$ cat src/rtl/ram_arbiter_if.sv
// Bus bundle between the two masters, the arbiter and the single-port RAM.
interface ram_arbiter_if #(
  parameter int DATA_W = 32,
  parameter int ADDR_W = 32
);
  logic              m0_req;
  logic              m0_we;
  logic [ADDR_W-1:0] m0_addr;
  logic [DATA_W-1:0] m0_wdata;
  logic              m0_gnt;
  logic [DATA_W-1:0] m0_rdata;

  logic              m1_req;
  logic              m1_we;
  logic [ADDR_W-1:0] m1_addr;
  logic [DATA_W-1:0] m1_wdata;
  logic              m1_gnt;
  logic [DATA_W-1:0] m1_rdata;

  logic              ramCe;
  logic              ramWe;
  logic [ADDR_W-1:0] ramAddr;
  logic [DATA_W-1:0] ramWtData;
  logic [DATA_W-1:0] ramRdData;

  logic              owner;
  logic              busy;

  modport slave (
    input  m0_req, m0_we, m0_addr, m0_wdata,
    output m0_gnt, m0_rdata,
    input  m1_req, m1_we, m1_addr, m1_wdata,
    output m1_gnt, m1_rdata,
    output ramCe, ramWe, ramAddr, ramWtData,
    input  ramRdData,
    output owner, busy
  );

  modport master (
    output m0_req, m0_we, m0_addr, m0_wdata,
    input  m0_gnt, m0_rdata,
    output m1_req, m1_we, m1_addr, m1_wdata,
    input  m1_gnt, m1_rdata,
    input  ramCe, ramWe, ramAddr, ramWtData,
    output ramRdData,
    input  owner, busy
  );
endinterface

$ cat src/rtl/ram_arbiter.sv
// Two-master arbiter for a single-port RAM: IDLE -> ACC -> RESP per access,
// round-robin or fixed (m0-first) priority.
module ram_arbiter #(
  parameter int DATA_W    = 32,
  parameter int ADDR_W    = 32,
  parameter int FIXED_PRI = 0
) (
  input  logic          clk,
  input  logic          rst,
  ram_arbiter_if.slave  bus
);
  typedef enum logic [1:0] {IDLE, ACC, RESP} state_t;

  state_t            state, state_nxt;
  logic              owner_q;
  logic              last_win;
  logic [DATA_W-1:0] rdata_q;
  logic              any_req;
  logic              winner;
  logic              sel_we;

  assign any_req = bus.m0_req | bus.m1_req;

  always_comb begin
    winner = 1'b0;
    if (FIXED_PRI != 0)
      winner = ~bus.m0_req;
    else if (bus.m0_req && bus.m1_req)
      winner = ~last_win;
    else
      winner = bus.m1_req;
  end

  always_comb begin
    state_nxt = state;
    unique case (state)
      IDLE:    if (any_req) state_nxt = ACC;
      ACC:     state_nxt = RESP;
      RESP:    state_nxt = IDLE;
      default: state_nxt = IDLE;
    endcase
  end

  always_ff @(posedge clk) begin
    if (!rst) begin
      state    <= IDLE;
      owner_q  <= 1'b0;
      last_win <= 1'b1;
      rdata_q  <= '0;
    end else begin
      state <= state_nxt;
      if (state == IDLE && any_req)
        owner_q <= winner;
      if (state == ACC) begin
        rdata_q  <= bus.ramRdData;
        last_win <= owner_q;
      end
    end
  end

  assign sel_we = owner_q ? bus.m1_we : bus.m0_we;

  always_comb begin
    bus.ramCe     = (state == ACC);
    // A reset edge landing on ACC must not commit the write.
    bus.ramWe     = (state == ACC) && sel_we && rst;
    bus.ramAddr   = owner_q ? bus.m1_addr  : bus.m0_addr;
    bus.ramWtData = owner_q ? bus.m1_wdata : bus.m0_wdata;
    bus.m0_gnt    = (state == RESP) && !owner_q;
    bus.m1_gnt    = (state == RESP) &&  owner_q;
    bus.m0_rdata  = bus.m0_gnt ? rdata_q : '0;
    bus.m1_rdata  = bus.m1_gnt ? rdata_q : '0;
    bus.owner     = owner_q;
    bus.busy      = (state == ACC) || (state == RESP);
  end
endmodule

$ cat src/flat_wrapper.sv
// flat-port wrapper written by rule: the top's interface ports become plain ports
module ram_arbiter_flat 
#(
  parameter int DATA_W    = 32,
  parameter int ADDR_W    = 32,
  parameter int FIXED_PRI = 0
)
  (clk, rst, bus_m0_req, bus_m0_we, bus_m0_addr, bus_m0_wdata, bus_m0_gnt, bus_m0_rdata, bus_m1_req, bus_m1_we, bus_m1_addr, bus_m1_wdata, bus_m1_gnt, bus_m1_rdata, bus_ramCe, bus_ramWe, bus_ramAddr, bus_ramWtData, bus_ramRdData, bus_owner, bus_busy);
  ram_arbiter_if #(.DATA_W(DATA_W), .ADDR_W(ADDR_W)) bus_i ();
  input  logic clk;
  input  logic rst;
  input wire logic [$bits(bus_i.m0_req)-1:0] bus_m0_req;
  input wire logic [$bits(bus_i.m0_we)-1:0] bus_m0_we;
  input wire logic [$bits(bus_i.m0_addr)-1:0] bus_m0_addr;
  input wire logic [$bits(bus_i.m0_wdata)-1:0] bus_m0_wdata;
  output wire logic [$bits(bus_i.m0_gnt)-1:0] bus_m0_gnt;
  output wire logic [$bits(bus_i.m0_rdata)-1:0] bus_m0_rdata;
  input wire logic [$bits(bus_i.m1_req)-1:0] bus_m1_req;
  input wire logic [$bits(bus_i.m1_we)-1:0] bus_m1_we;
  input wire logic [$bits(bus_i.m1_addr)-1:0] bus_m1_addr;
  input wire logic [$bits(bus_i.m1_wdata)-1:0] bus_m1_wdata;
  output wire logic [$bits(bus_i.m1_gnt)-1:0] bus_m1_gnt;
  output wire logic [$bits(bus_i.m1_rdata)-1:0] bus_m1_rdata;
  output wire logic [$bits(bus_i.ramCe)-1:0] bus_ramCe;
  output wire logic [$bits(bus_i.ramWe)-1:0] bus_ramWe;
  output wire logic [$bits(bus_i.ramAddr)-1:0] bus_ramAddr;
  output wire logic [$bits(bus_i.ramWtData)-1:0] bus_ramWtData;
  input wire logic [$bits(bus_i.ramRdData)-1:0] bus_ramRdData;
  output wire logic [$bits(bus_i.owner)-1:0] bus_owner;
  output wire logic [$bits(bus_i.busy)-1:0] bus_busy;
  assign bus_i.m0_req = bus_m0_req;
  assign bus_i.m0_we = bus_m0_we;
  assign bus_i.m0_addr = bus_m0_addr;
  assign bus_i.m0_wdata = bus_m0_wdata;
  assign bus_m0_gnt = bus_i.m0_gnt;
  assign bus_m0_rdata = bus_i.m0_rdata;
  assign bus_i.m1_req = bus_m1_req;
  assign bus_i.m1_we = bus_m1_we;
  assign bus_i.m1_addr = bus_m1_addr;
  assign bus_i.m1_wdata = bus_m1_wdata;
  assign bus_m1_gnt = bus_i.m1_gnt;
  assign bus_m1_rdata = bus_i.m1_rdata;
  assign bus_ramCe = bus_i.ramCe;
  assign bus_ramWe = bus_i.ramWe;
  assign bus_ramAddr = bus_i.ramAddr;
  assign bus_ramWtData = bus_i.ramWtData;
  assign bus_i.ramRdData = bus_ramRdData;
  assign bus_owner = bus_i.owner;
  assign bus_busy = bus_i.busy;
  ram_arbiter #(.DATA_W(DATA_W), .ADDR_W(ADDR_W), .FIXED_PRI(FIXED_PRI)) u_core (.clk(clk), .rst(rst), .bus(bus_i));
endmodule
$ cat config.mk
export PLATFORM = sky130hd
export DESIGN_NAME = ram_arbiter_flat
export DESIGN_NICKNAME = d
export VERILOG_FILES = /design/src/rtl/ram_arbiter_if.sv /design/src/rtl/ram_arbiter.sv /design/src/flat_wrapper.sv
export SDC_FILE = /design/constraint.sdc
export NUM_CORES = 1
export LEC_CHECK = 0
export ABC_AREA = 1
export BUFFER_PORTS_ARGS = -buffer_cell sky130_fd_sc_hd__buf_2
export CORE_AREA = 5 5 114 116
export CTS_CLUSTER_SIZE = 28
export DETAILED_ROUTE_END_ITERATION = 16
export DIE_AREA = 0 0 119 121
export GPL_TIMING_DRIVEN = 0
export HOLD_SLACK_MARGIN = 0.1
export PLACE_DENSITY = 0.55
export SLEW_MARGIN = 20
export SYNTH_ARGS = -nofsm -noshare
export SYNTH_HDL_FRONTEND = slang
export SYNTH_SLANG_ARGS = --single-unit
$ cat constraint.sdc
create_clock -name clk -period 2 [get_ports clk]
set_input_delay 0.1 -clock clk [delete_from_list [all_inputs] [get_ports clk]]
set_output_delay 0.1 -clock clk [all_outputs]
set_load 0.01 [all_outputs]
## Yosys cells after proc, flatten, opt, wreduce, memory -nomap -nowiden

Index checks and enable logic that the tools add are counted.

| cells by class | value |
|---|---|
| bitwise operators | 2 |
| add/sub/neg operators | 0 |
| equality and inequality tests | 3 |
| shift-type cells | 0 |
| multipliers | 0 |
| divide/modulo/power cells | 0 |
| magnitude comparators | 0 |
| reduce and logical (&&, ||, !) cells | 9 |
| mux-type cells | 8 |

Operator list:

| kind | count |
|---|---|
| 32-bit 2-to-1 mux | 4 |
| 1-bit logical AND | 6 |
| 2-bit one-hot mux with 2 select lines | 1 |
| 2-bit by 1-bit == test with 1-bit output (second input constant) | 1 |
| 2-bit == test (second input constant) | 1 |
| 2-bit zero test | 1 |
| 1-bit 2-to-1 mux | 2 |
| 2-bit 2-to-1 mux | 1 |
| 2-bit by 1-bit inequality test with 1-bit output (second input constant) | 1 |
| 1-bit zero test | 1 |
| 1-bit logical OR | 1 |
| 1-bit NOT | 1 |
| 1-bit OR | 1 |

| storage, ports and cells | value |
|---|---|
| output and inout port bits | 134 |
| RAM bits | 0 |
| memories kept | 0 |
| ROM bits | 0 |
| register bits | 36 |
| latch bits | 0 |
| input bits | 166 |

## Logic depth before layout (Yosys ltp)

| logic depth | value |
|---|---|
| depth after elaboration | 3 |
| gate-level depth with buffers | 7 |
| gate-level depth less buffers | 5 |

## Worst setup path after synthesis

OpenSTA, ideal clock, no wires.

| path | value |
|---|---|
| path kind | flip-flop to flip-flop |
| start | reg u_core.state[1] |
| end | reg u_core.rdata_q[10] |
| arrival time | 1.119 ns |
| library setup time | 0.070 ns |
| cell stages (with the launch flop) | 8 |
| clock period less this slack | 1.189 ns |
| setup slack | 0.811 ns |
| cells stage by stage | dfxtp_1 inv_1 ha_1 inv_1 buf_2 buf_2 o21ai_0 a21oi_1 |

| between the ends | value |
|---|---|
| word-level cells in the longest chain between the ends | 1 |

RTL lines:

| what | RTL line | source |
|---|---|---|
| start: declaration | ram_arbiter.sv:14 | `state_t state, state_nxt;` |
| start signal: assignment | ram_arbiter.sv:51 | `state <= state_nxt;` |
| 2-bit by 1-bit == test with 1-bit output | ram_arbiter.sv:54 | `if (state == ACC) begin` |
| end signal: assignment | ram_arbiter.sv:55 | `rdata_q <= bus.ramRdData;` |
| end: declaration | ram_arbiter.sv:17 | `logic [DATA_W-1:0] rdata_q;` |

No other way between the ends.
A chain may end at the register's enable or synchronous reset.

## Final worst setup path

| path | value |
|---|---|
| start | reg u_core.state[0] |
| end | out bus_m1_rdata[18] |

| between the ends | value |
|---|---|
| word-level cells in the longest chain between the ends | 3 |

RTL lines:

| what | RTL line | source |
|---|---|---|
| 2-bit == test | ram_arbiter.sv:70 | `bus.m1_gnt = (state == RESP) && owner_q;` |
| 1-bit logical AND | ram_arbiter.sv:70 |  |
| 32-bit 2-to-1 mux | ram_arbiter.sv:72 | `bus.m1_rdata = bus.m1_gnt ? rdata_q : '0;` |
| end: declaration | flat_wrapper.sv:23 | `output wire logic [$bits(bus_i.m1_rdata)-1:0] bus_m1_rdata;` |

No other way between the ends.

==> out/results.tsv <==
stage	metric	value	unit
clocking	clock_tree.htree_level_count	2	
routing	routed_wire_length_per_instance	13.4	µm
routing	total_wirelength_of_the_detailed_routed_design	12200	µm
synth	synth.yosys.seq_area_share	29.6	%
timing	slew_viol_final	0	
placed_design	routabilityCongestion	0.840	
clocking	worstSkewPairLatency	0.28	ns
routing	vias_per_cell	4.10	
synth	yosys_register_bits	36	
setup_path	start_kind	flop	
clocking	clockRootBuffer	sky130_fd_sc_hd__clkbuf_16	
synth	post_synth.cell_area_avg	5.41	µm²
power	power_density_of_the_placed_cells	599	mW/mm²
timing	achievable-frequency	0.557	GHz
layout	insertedDiodeCount	0	
layout	seqCellArea	721	µm²
global_routing	gr-usage-all-layers	15.8	%
setup_path	critPathCaptureType	primary output	
clocking	cts_made_buffers	5	
floorplan	placeableCoreArea	0.0118	mm²
clocking	cts_repair_resize_count	0	
routing	number_of_optimization_iterations_in_the_first_detailed_route_pass	4	
power	power.static_leakage	0.00260	µW
global_routing	grt_busiest_layer	met2	
synth	synth.yosys.warnings	0	
clocking	clkSlewWorstSetupHoldPaths	0.06	ns
global_routing	pin_count_of_the_biggest_net_entering_global_routing	12	
layout	filler_cell_count	1372	
clocking	cts.path.max_buffers	2	
global_routing	number_of_antenna_violations_at_the_first_check_in_global_routing	0	
job	cap_viol_max_count	0	
floorplan	chipWidth	119	µm
timing	holdWs	0.101	ns
layout	multi_input_comb_area	0.00142	mm²
global_routing	groute.layer.met2.usage	29.7	%
floorplan	initial_core_util	20.6	%
floorplan	ioPinCount	300	
placed_design	numPlacedInstances	895	
timing	tns	0	ns
timing	final.setup_skew	0.00350	ns
setup_path	cp_data_required_time	1.90	ns
timing	timing.final.crit_share	89.8	%
worst_hold_path	min_path_type	primary input to flop	
placed_design	portBuffers	298	
run_status	result_of_the_run	complete, no violations	
layout	flow.area_growth_from_synthesis	75.9	%
setup_path	type_of_the_setup_path_with_the_least_slack	flop to primary output	
timing	setup_slack	0.204	ns
global_routing	grt_pass1_vias	3687	
layout	non_filler_instances	906	
layout	post_route_cells_drive_above_1_share	43.2	%
synth	nets_in_the_synthesized_netlist	620	
timing	rsz0062_at_grt	false	
timing	timing.slew.headroom	68.7	%
routing	overall_via_count_from_detail_route	3713	
setup_path	critPathArrivalTime	1.70	ns
synth	synth_cell_types	13	
placed_design	place.detailed.hpwl	10300	µm
floorplan	area_enclosed_by_the_die_boundary	0.0144	mm²
floorplan	placement_rows	40	
routing	detail-route-antenna-nets	0	
global_routing	grtUsageMet1	17.7	%
placed_design	dpl-instance-area	0.00411	mm²
power	vdd_drop_max	0.339	mV
clocking	cts_tree	yes	
layout	final_area	0.00428	mm²
floorplan	die-height	121	µm
global_routing	grt_util_met3	5.03	%
routing	drc_errors	0	
worst_hold_path	min_path_cells	3	
timing	timing.final.crit_period	1.80	ns
timing	hold_violations	0	
setup_path	cp_max_fo	10	
timing	number_of_endpoints_failing_setup_at_the_final_stage	0	
routing	initialDrtViolationCount	166	
synth	synthesis.instances	450	
synth	synth.cell_area	0.00243	mm²
clocking	cts.sink_count	36	
layout	finish.net_count	928	
global_routing	grt_pass1_wl	18700	µm
timing	slew_worst_pin	0.470	ns
setup_path	r2r_cells	7	
global_routing	residual_overflow_from_global_routing	0	
placed_design	placement.setup.worst_slack	0.470	ns
-- layout make-up --
cell class / instances / share of cell area, %
clock buffers: 7 / 3.10
plain buffers: 31 / 3.45
clock inverters: 1 / 0.205
flip-flops and latches: 36 / 16.8
inverters: 39 / 3.42
well taps: 147 / 4.30
multi-input cells: 344 / 33.1
repair buffers: 301 / 35.5
-- timing repair --
item                                    CTS  global route
setup buffers                             0             0
hold buffers                              3             0
hold endpoints to repair                  3             0
endpoints found under the setup margin    0             0
-- cells in the mapped netlist --
| cell type | count | area [µm²] |
|---|---|---|
| sky130_fd_sc_hd__buf_2 | 22 | 110 |
| sky130_fd_sc_hd__nor2_1 | 66 | 248 |
| sky130_fd_sc_hd__nand2_1 | 202 | 758 |
| sky130_fd_sc_hd__o21ai_0 | 33 | 165 |
| sky130_fd_sc_hd__inv_1 | 38 | 143 |
| sky130_fd_sc_hd__buf_4 | 1 | 7.51 |
| sky130_fd_sc_hd__a21oi_1 | 36 | 180 |
| sky130_fd_sc_hd__ha_1 | 4 | 50.1 |
| sky130_fd_sc_hd__clkbuf_1 | 8 | 30.0 |
| sky130_fd_sc_hd__dfxtp_1 | 36 | 721 |
| sky130_fd_sc_hd__o211ai_1 | 1 | 7.51 |
| sky130_fd_sc_hd__inv_2 | 1 | 3.75 |
| sky130_fd_sc_hd__nand3_1 | 2 | 10.0 |
-- power by group --
group | total [µW] | internal (µW) | switching, µW
Clock | 755 | 465 | 291
Sequential | 833 | 807 | 26.3
Combinational | 977 | 394 | 583
-- worst paths after layout --
check,start,end,slack [ns]
setup / recovery,u_core.state[0],bus_m1_rdata[18],0.20
hold / removal,bus_ramRdData[26],u_core.rdata_q[26],0.10
setup reg to reg,u_core.state[1],u_core.rdata_q[8],0.54
hold reg to reg,u_core.rdata_q[7],u_core.rdata_q[7],0.48
-- cells by family (layout without fill, tap and decap cells) --
group                      Yosys count  after routing  synth area share, %
and+or+nand+nor                    270            270                 41.7
AOI/OAI and AO/OA                   70             70                 14.5
buffers and inverters               70            379                 12.1
DFF                                 36             36                 29.6
adders and majority gates            4              4                 2.06
-- worst max-delay path, stage by stage (launching register included) --
cell                      delay (ns)
sky130_fd_sc_hd__dfxtp_1        0.36
sky130_fd_sc_hd__inv_1          0.08
sky130_fd_sc_hd__ha_1           0.21
sky130_fd_sc_hd__nand2_1        0.27
sky130_fd_sc_hd__buf_2          0.29
sky130_fd_sc_hd__nor2_1         0.07
sky130_fd_sc_hd__buf_2          0.14
-- registers in the layout, summed over array words and instances (netlist names) --
register	count
u_core.bus.owner	1
u_core.last_win	1
u_core.rdata_q	32
u_core.state	2
-- layout by cell type (no fill, tap or decap), drive strengths merged --
cell,Yosys,layout
o211ai,1,1
clkbuf,8,15
o21ai,33,33
a21oi,36,36
ha,4,4
nand3,2,2
dfxtp,36,36
nor2,66,66
dlygate4sd3,0,3
buf,23,321
clkinv,0,1
nand2,202,202
inv,39,39
-- metrics by stage --
| stage | power [µW] | utilization (%) |
|---|---|---|
| 6_report | 2570 | 36.2 |
| 5_1_grt | 2770 | 36.2 |
| 4_1_cts | 2610 | 36.2 |
| 3_5_place_dp | 1840 | 34.8 |
| 3_3_place_gp | 1830 | 34.8 |
| 2_1_floorplan | 1360 | - |
-- per-layer routing --
metal / part of all wire, % / wire length (µm)
met1: 39 / 4710
met2: 51 / 6230
met3: 9.0 / 1090
met4: 1.0 / 122
met5: 0 / 0
Power figures use the tool's default switching activity.
